===== config.mk =====
export PLATFORM = sky130hd
export DESIGN_NAME = fib14_env_driver
export DESIGN_NICKNAME = d
export VERILOG_FILES = /design/src/rtl/fib14_env_driver.sv
export SDC_FILE = /design/constraint.sdc
export NUM_CORES = 1
export LEC_CHECK = 0
export CORE_MARGIN = 5
export CORE_UTILIZATION = 40
export CTS_CLUSTER_DIAMETER = 150
export DETAILED_ROUTE_END_ITERATION = 16
export PLACE_DENSITY = 0.69
export SLEW_MARGIN = 10
export SYNTH_ARGS = -nofsm -noshare
export SYNTH_HDL_FRONTEND = slang
export SYNTH_SLANG_ARGS = --single-unit
export TNS_END_PERCENT = 20

===== constraint.sdc =====
create_clock -name clk -period 4 [get_ports clk]
set_clock_uncertainty 0.2 [all_clocks]
set_input_delay 0.8 -clock clk [delete_from_list [all_inputs] [get_ports clk]]
set_output_delay 0.8 -clock clk [all_outputs]
set_load 0.1 [all_outputs]

===== src/rtl/fib14_env_driver.sv =====
// Stimulus driver and cycle-exact shadow checker for the fib_14 counter.
// Drives selector from a pattern source and flags model/invariant errors.
module fib14_env_driver #(
    parameter int          W        = 11,
    parameter int          M_INIT   = 300,
    parameter int          RUN_LEN  = 512,
    parameter logic [15:0] SEED_DEF = 16'hACE1
) (
    input  logic         clk,
    input  logic         rst,
    input  logic         start,
    input  logic [1:0]   mode,
    input  logic [15:0]  seed,
    output logic         selector,
    input  logic [W-1:0] a_in,
    input  logic [W-1:0] j_in,
    input  logic [W-1:0] m_in,
    output logic         busy,
    output logic         done,
    output logic         mismatch,
    output logic         viol,
    output logic [15:0]  err_cycle,
    output logic [9:0]   ones_cnt
);

    localparam int          RW  = $clog2(RUN_LEN + 1);
    localparam logic [W-1:0] MI = W'(M_INIT);
    localparam logic [RW-1:0] RL = RW'(RUN_LEN);

    typedef enum logic [1:0] {
        IDLE,
        RUN,
        DONE
    } state_e;

    state_e        state_q, state_d;
    logic          sel_q, sel_d;
    logic [15:0]   lfsr_q, lfsr_d;
    logic          phase_q, phase_d;
    logic [RW-1:0] run_q, run_d;
    logic [9:0]    ones_q, ones_d;
    logic [W-1:0]  sh_a_q, sh_a_d;
    logic [W-1:0]  sh_j_q, sh_j_d;
    logic [15:0]   cyc_q;
    logic          mis_q, mis_d;
    logic          viol_q, viol_d;
    logic [15:0]   errc_q, errc_d;

    logic          pat;
    logic          fb;
    logic          sat;
    logic [RW-1:0] run_nx;
    logic          mis_now;
    logic          vio_now;
    logic [W:0]    m_p1;

    assign fb     = lfsr_q[0] ^ lfsr_q[2] ^ lfsr_q[3] ^ lfsr_q[5];
    assign sat    = sh_j_q > MI;
    assign run_nx = run_q + RW'(1);
    assign m_p1   = {1'b0, m_in} + (W+1)'(1);

    assign mis_now = (a_in != sh_a_q) || (j_in != sh_j_q) || (m_in != MI);
    assign vio_now = (a_in >= j_in) || ({1'b0, j_in} > m_p1) || (m_in != MI);

    always_comb begin
        pat = 1'b0;
        unique case (mode)
            2'd0: pat = lfsr_q[0];
            2'd1: pat = 1'b1;
            2'd2: pat = 1'b0;
            2'd3: pat = phase_q;
        endcase
    end

    always_comb begin
        state_d = state_q;
        sel_d   = sel_q;
        lfsr_d  = lfsr_q;
        phase_d = phase_q;
        run_d   = run_q;
        ones_d  = ones_q;
        unique case (state_q)
            IDLE: begin
                sel_d = 1'b0;
                if (start) begin
                    state_d = RUN;
                    lfsr_d  = (seed == 16'd0) ? SEED_DEF : seed;
                    ones_d  = '0;
                    run_d   = '0;
                    phase_d = 1'b1;
                end
            end
            RUN: begin
                // A saturated counter ends the run before anything else is driven
                if (sat) begin
                    sel_d   = 1'b0;
                    state_d = DONE;
                end else begin
                    sel_d   = pat;
                    lfsr_d  = {fb, lfsr_q[15:1]};
                    phase_d = ~phase_q;
                    run_d   = run_nx;
                    if (pat && ones_q != 10'h3FF) begin
                        ones_d = ones_q + 10'd1;
                    end
                    if (run_nx == RL) begin
                        state_d = DONE;
                    end
                end
            end
            DONE: begin
                sel_d   = 1'b0;
                state_d = IDLE;
            end
            default: state_d = IDLE;
        endcase
    end

    always_comb begin
        sh_a_d = sh_a_q;
        sh_j_d = sh_j_q;
        if (sel_q && sh_j_q <= MI) begin
            sh_a_d = sh_a_q + W'(1);
            sh_j_d = sh_j_q + W'(1);
        end else if (!sel_q && sh_j_q <= MI && sh_a_q != '0) begin
            sh_a_d = sh_a_q - W'(1);
            sh_j_d = sh_j_q + W'(1);
        end
    end

    always_comb begin
        mis_d  = mis_q | mis_now;
        viol_d = viol_q | vio_now;
        errc_d = errc_q;
        // Only the first error of either kind is timestamped
        if (!mis_q && !viol_q && (mis_now || vio_now)) begin
            errc_d = cyc_q;
        end
    end

    always_ff @(posedge clk) begin
        if (rst) begin
            state_q <= IDLE;
            sel_q   <= 1'b0;
            lfsr_q  <= SEED_DEF;
            phase_q <= 1'b0;
            run_q   <= '0;
            ones_q  <= '0;
            sh_a_q  <= '0;
            sh_j_q  <= W'(1);
            cyc_q   <= '0;
            mis_q   <= 1'b0;
            viol_q  <= 1'b0;
            errc_q  <= '0;
        end else begin
            state_q <= state_d;
            sel_q   <= sel_d;
            lfsr_q  <= lfsr_d;
            phase_q <= phase_d;
            run_q   <= run_d;
            ones_q  <= ones_d;
            sh_a_q  <= sh_a_d;
            sh_j_q  <= sh_j_d;
            cyc_q   <= cyc_q + 16'd1;
            mis_q   <= mis_d;
            viol_q  <= viol_d;
            errc_q  <= errc_d;
        end
    end

    assign selector  = sel_q;
    assign busy      = (state_q == RUN);
    assign done      = (state_q == DONE);
    assign mismatch  = mis_q;
    assign viol      = viol_q;
    assign err_cycle = errc_q;
    assign ones_cnt  = ones_q;

endmodule


; ---- After elaboration in Yosys (flattened, before gate mapping)
; Cells that the tools add are included.
[totals]
reg_bits = 96
output_inout_bits = 31
word_cells = 92
[classes]
bitwise = 6
n_reduce_logical = 25
eq_ne = 14
magnitude_cmp = 4
addsub = 7
muxes = 24
[ops]
columns = op, count
row1 = $mux 16, 3
row2 = $mux 11, 4
row3 = $mux 10, 4
row4 = $pmux 10 s2, 2
row5 = $pmux 16 s2, 1
row6 = $add 11x1->11 const B, 2
row7 = $ne 11x11->1, 2
row8 = $add 10x1->10 const B, 2
row9 = $add 16x1->16 const B, 1
row10 = $logic_not 16->1, 1
row11 = $add 11x1->12 const B, 1
row12 = $gt 11x12->1, 1
row13 = $ge 11x11->1, 1
row14 = $gt 11x9->1 const B, 1
row15 = $le 11x9->1 const B, 1
row16 = $ne 11x9->1 const B, 1
row17 = $reduce_bool 11->1, 1
row18 = $sub 11x1->11 const B, 1
row19 = $eq 10x10->1 const B, 1
row20 = $ne 10x10->1 const B, 1
row21 = $eq 2x2->1 const B, 3
row22 = $logic_and 1x1->1, 6
row23 = $mux 2, 3
row24 = $reduce_bool 2->1, 3
row25 = other kinds (18), 33

; ---- Longest topological paths before layout
[depth]
word_depth = 6
mapped_depth = 14

; ---- Worst setup path after synthesis
; Ideal clock, no wire load.
[synth_timing]
kind = register -> register
startpoint = register sel_q (netlist: selector)
endpoint = register sh_a_q[10]
setup_slack_ps = -2
stages_incl_launch_ff = 13
synth_period_minus_slack_ps = 4002
arrival_ps = 3686
path_cell_list = dfxtp_1 -> nor4_1 -> and3_1 -> nor3_1 -> buf_2 -> nand2_1 -> fa_1 -> a211oi_1 -> o211ai_1 -> a41oi_1 -> xor2_1 -> a21oi_1 -> a31o_2
[synth_via]
elab_chain_len = 4
[synth_lines]
columns = item, line_no
row1 = from (decl), 37  ; logic sel_q, sel_d;
row2 = from (signal assigned), 157  ; sel_q <= sel_d;
row3 = $logic_not 1->1, 125  ; end else if (!sel_q && sh_j_q <= MI && sh_a_q != '0) begin
row4 = $logic_and 1x1->1 (2 in series), 125
row5 = $reduce_bool 2->1 (no source line), n/a
row6 = to (signal assigned), 149  ; sh_a_q <= '0;
row7 = to (signal assigned), 162  ; sh_a_q <= sh_a_d;
row8 = to (decl), 42  ; logic [W-1:0] sh_a_q, sh_a_d;
; Parallel ways exist; a longest one is shown, timed or not.
; A chain may end at the register's enable or synchronous reset.

; ---- Worst setup path after layout
[layout_timing]
startpoint = input port m_in[0]
endpoint = register errc_q[7] (netlist: err_cycle[7])
[layout_via]
elab_chain_len = 6
[layout_lines]
columns = item, line_no
row1 = from (decl), 17  ; input logic [W-1:0] m_in,
row2 = $add 11x1->12, 60  ; assign m_p1 = {1'b0, m_in} + (W+1)'(1);
row3 = $gt 11x12->1, 63  ; assign vio_now = (a_in >= j_in) || ({1'b0, j_in} > m_p1) || (m_in != MI);
row4 = $logic_or 1x1->1 (2 in series), 63
row5 = $logic_or 1x1->1 *, 136  ; if (!mis_q && !viol_q && (mis_now || vio_now)) begin
row6 = $logic_and 1x1->1 *, 136
row7 = to (signal assigned), 167  ; errc_q <= errc_d;
row8 = to (decl), 47  ; logic [15:0] errc_q, errc_d;
; Every way passes the cells marked *; elsewhere a longest branch is shown, timed or not.

==> summary.txt <==
Synth
  – Post-synthesis adder-cell area fraction: 0.0851
  – Register bit total from synthesis: 96
  – Post-Synth XOR/XNOR Area: 0.0963
  – Largest family of logic cells by synthesized area: simple AND/OR/NAND/NOR gates
  – Synth top area cells: dfxtp_1, ha_1, xnor2_1
  – Syn Nets: 794
  – Sequential area share after synthesis: 0.330
  – Synth warn: 0
  – Post-synth ARST share: 0
  – Post-synth top area cell: dfxtp_1
  – Compound-Gate Fraction of Synth Area: 0.189
  – Syn Inst Count: 701
  – Multiplexer share of the synthesized area: 0.0138
  – Ys flop type: dfxtp_1
  – Number of synthesized flops with an enable pin: 0
  – Mapped Area: 5820 um2
  – Yosys cell types: 64
  – Yosys top cell area share: 0.330
  – Avg Cell Area, Syn: 8.30 um2
  – Synth Area in Simple Gates: 0.242

Finish
  – Share of the core filled with cells: 0.497
  – Most frequent cells in the layout: dfxtp_1, clkdlybuf4s50_1, nand2_1
  – Nets: 872
  – Share of cells above drive strength 1: 0.0639
  – Diode count: 0
  – Commonest non-fill, non-tap cell in the layout: dfxtp_1
  – Area of the multi-input gates: 3640 um2
  – Register Area: 1920 um2
  – Fill cells: 1374
  – Area growth syn-to-layout: 23.2%

CTS
  – TritonCTS buffer count: 9
  – Clock slew at reported path FFs: 60 ps
  – H-Tree Depth: 3
  – CTS tree: done
  – Post-CTS Setup Bufs: 0
  – Clock buffer depth: 2
  – Cts repair resizes: 0
  – Clock Sinks: 96
  – Clock Tree Root: clkbuf_16
  – Clock Latency Late Sink: 340 ps
  – Hold_buf cts: 0

GRT
  – Largest net degree at the start of global routing: 78
  – All-Layer GR Usage: 0.170
  – Initial antenna violation count: 0
  – Vias in the first global route: 4973
  – First-pass GRT wire length: 24000 um
  – Grt ovf: 0

Run
  – Max Cap Violations: 0

Route
  – Via count: 5314
  – Top Metal Used: met4
  – First-pass DRT Iterations: 4
  – Antenna violation net count after detailed routing: 0
  – Metal3 WL: 511 um
  – WL met2: 6770 um
  – Drt via density: 5.50
  – Starting DRT DRC Count: 348
  – Post-Route WL: 14300 um
  – Wl on met1: 6870 um
  – WL/cell: 14.8 um
  – Residual DRC: 0

Setup path
  – Reg2reg end: sh_a_q[10]
  – Crit. End Element: register
  – Worst path required time: 4030 ps
  – CP cell instances: clkdlybuf4s50_1 -> and2_1 -> and4_1 -> and3_1 -> xnor2_1 -> ha_1 -> and3_4 -> a221oi_2 -> o21ai_1 -> o21a_4 -> or2_1 -> buf_12 -> o311ai_0
  – Crit path kind: primary input to register
  – Buf/Inv on CP: 2
  – Reg-to-Reg Start: sh_j_q[0]
  – CP top delay family: simple AND/OR/NAND/NOR gates
  – Crit-path slowest cell: clkdlybuf4s50_1
  – Flop-to-flop setup slack: 640 ps
  – Worst path max stage delay: 430 ps
  – Crit path launch type: primary input
  – Crit path max fanout: 17
  – CP arrival: 3740 ps
  – R2R depth: 14

Timing
  – Max frequency: 269 MHz
  – Minimum clock period after layout: 3710 ps
  – Slew Limit Fails: 0
  – Finish-stage setup viols: 0
  – RSZ-0062 raised after global routing: no
  – Final hold violations: 0
  – Worst-Margin Slew: 986 ps
  – Slew margin rel.: 0.340
  – Fin crit share: 0.928

Place
  – Gpl congestion: 0.885
  – Port buffer count: 84
  – Hpwl dp: 10300 um

Floorplanning
  – IO Count: 85
  – Width of the die: 131 um
  – Core area: 14400 um2
  – Total die area: 17100 um2
  – Die H: 131 um
  – Initial Util: 0.403
  – Cell Rows: 44

Status
  – Status: complete, no violations

Worst hold path
  – Hold Crit Start: cyc_q[0]
  – Worst Hold Path Cells: 1
  – Hold Path End: cyc_q[0]
  – HP Class: register to register

Pwr
  – Total power draw: 2.99 mW
  – Leak: 2.69 nW
  – Max VDD drop: 0.000239 V
  – P per Cell Area: 418 nW/um2
-- worst max-delay path by stage --
stage              from            end  slack (ps)  depth (start not counted)
6_report        m_in[0]   err_cycle[7]         290                         13
5_1_grt         m_in[0]   err_cycle[8]          90                         13
4_1_cts         m_in[0]   err_cycle[7]         290                         13
3_5_place_dp    m_in[0]   err_cycle[8]         -80                         13
3_3_place_gp    m_in[0]  err_cycle[11]          10                         13
2_1_floorplan  selector     sh_a_q[10]         380                         12
-- report_power, final --
group	switching (mW)	internal [mW]
combinational	0.513	0.465
sequential	0.118	1.05
clock	0.352	0.495
-- synthesized netlist by cell type (8+ instances only) --
cell type  count
a21oi_1       32
a311oi_1       9
a32oi_1       16
and3_1        11
clkbuf_1      26
dfxtp_1       96
ha_1          38
inv_1         22
mux2i_1        8
nand2_1       73
nand3_1       30
nand4_1       14
nor2_1        67
nor3b_1       16
nor4_1        12
o21ai_0       34
o221ai_1       9
o311ai_1      11
or3_1         10
xnor2_1       36
xor2_1        28
-- worst reg2reg max path, cell delays in order (launching register included) --
cell      delay, ps
dfxtp_1         370
inv_1            80
ha_1            130
nand4b_1        100
a31oi_1         160
nor3_2          220
nand2_1         100
buf_4           180
fa_1            440
a211oi_1        330
o211ai_1        170
a41oi_1         260
xor2_1          220
a21oi_1          90
a31o_2          220
-- per-stage QoR --
step	setup WS, ps	hold WS (ps)	TNS [ps]	instances	cell area (um2)
4_1_cts	285	262	0	967	7170
3_5_place_dp	-80.3	247	-339	952	6880
5_1_grt	85.7	286	0	967	7170
3_3_place_gp	12.4	237	0	952	6880
2_1_floorplan	378	221	0	701	5820
6_report	289	261	0	967	7170
-- area by class of cell --
class                      instances  area share
inverter                          22      0.0115
clock buffer                      11      0.0339
multi-input combinational        545       0.508
timing repair buffer             105       0.140
sequential                        96       0.268
tap                              184      0.0321
clock inverter                     4     0.00628
-- per-layer routing --
metal | vias to the layer above | track usage
li1 | 2733 | -
met1 | 2513 | 0.234
met2 | 60 | 0.278
met3 | 8 | 0.0220
met4 | 0 | 0.0526
met5 | - | 0
-- flip-flops by register name (all words and copies together) (netlist names) --
name	count
err_cycle	16
sh_j_q	11
sh_a_q	11
phase_q	1
lfsr_q	16
state_q	2
viol	1
mismatch	1
cyc_q	16
run_q	10
selector	1
ones_cnt	10
-- kinds of logic (layout without fill, tap and decap cells) --
| kind of cell | count (synthesis) | after routing |
|---|---|---|
| simple gates | 277 | 277 |
| compound gates | 157 | 157 |
| flops | 96 | 96 |
| xor+xnor | 64 | 64 |
| buf+inv | 60 | 142 |
| fa+ha+maj | 39 | 39 |
| mux | 8 | 8 |
Note: power is estimated with default switching activity, not from simulation.
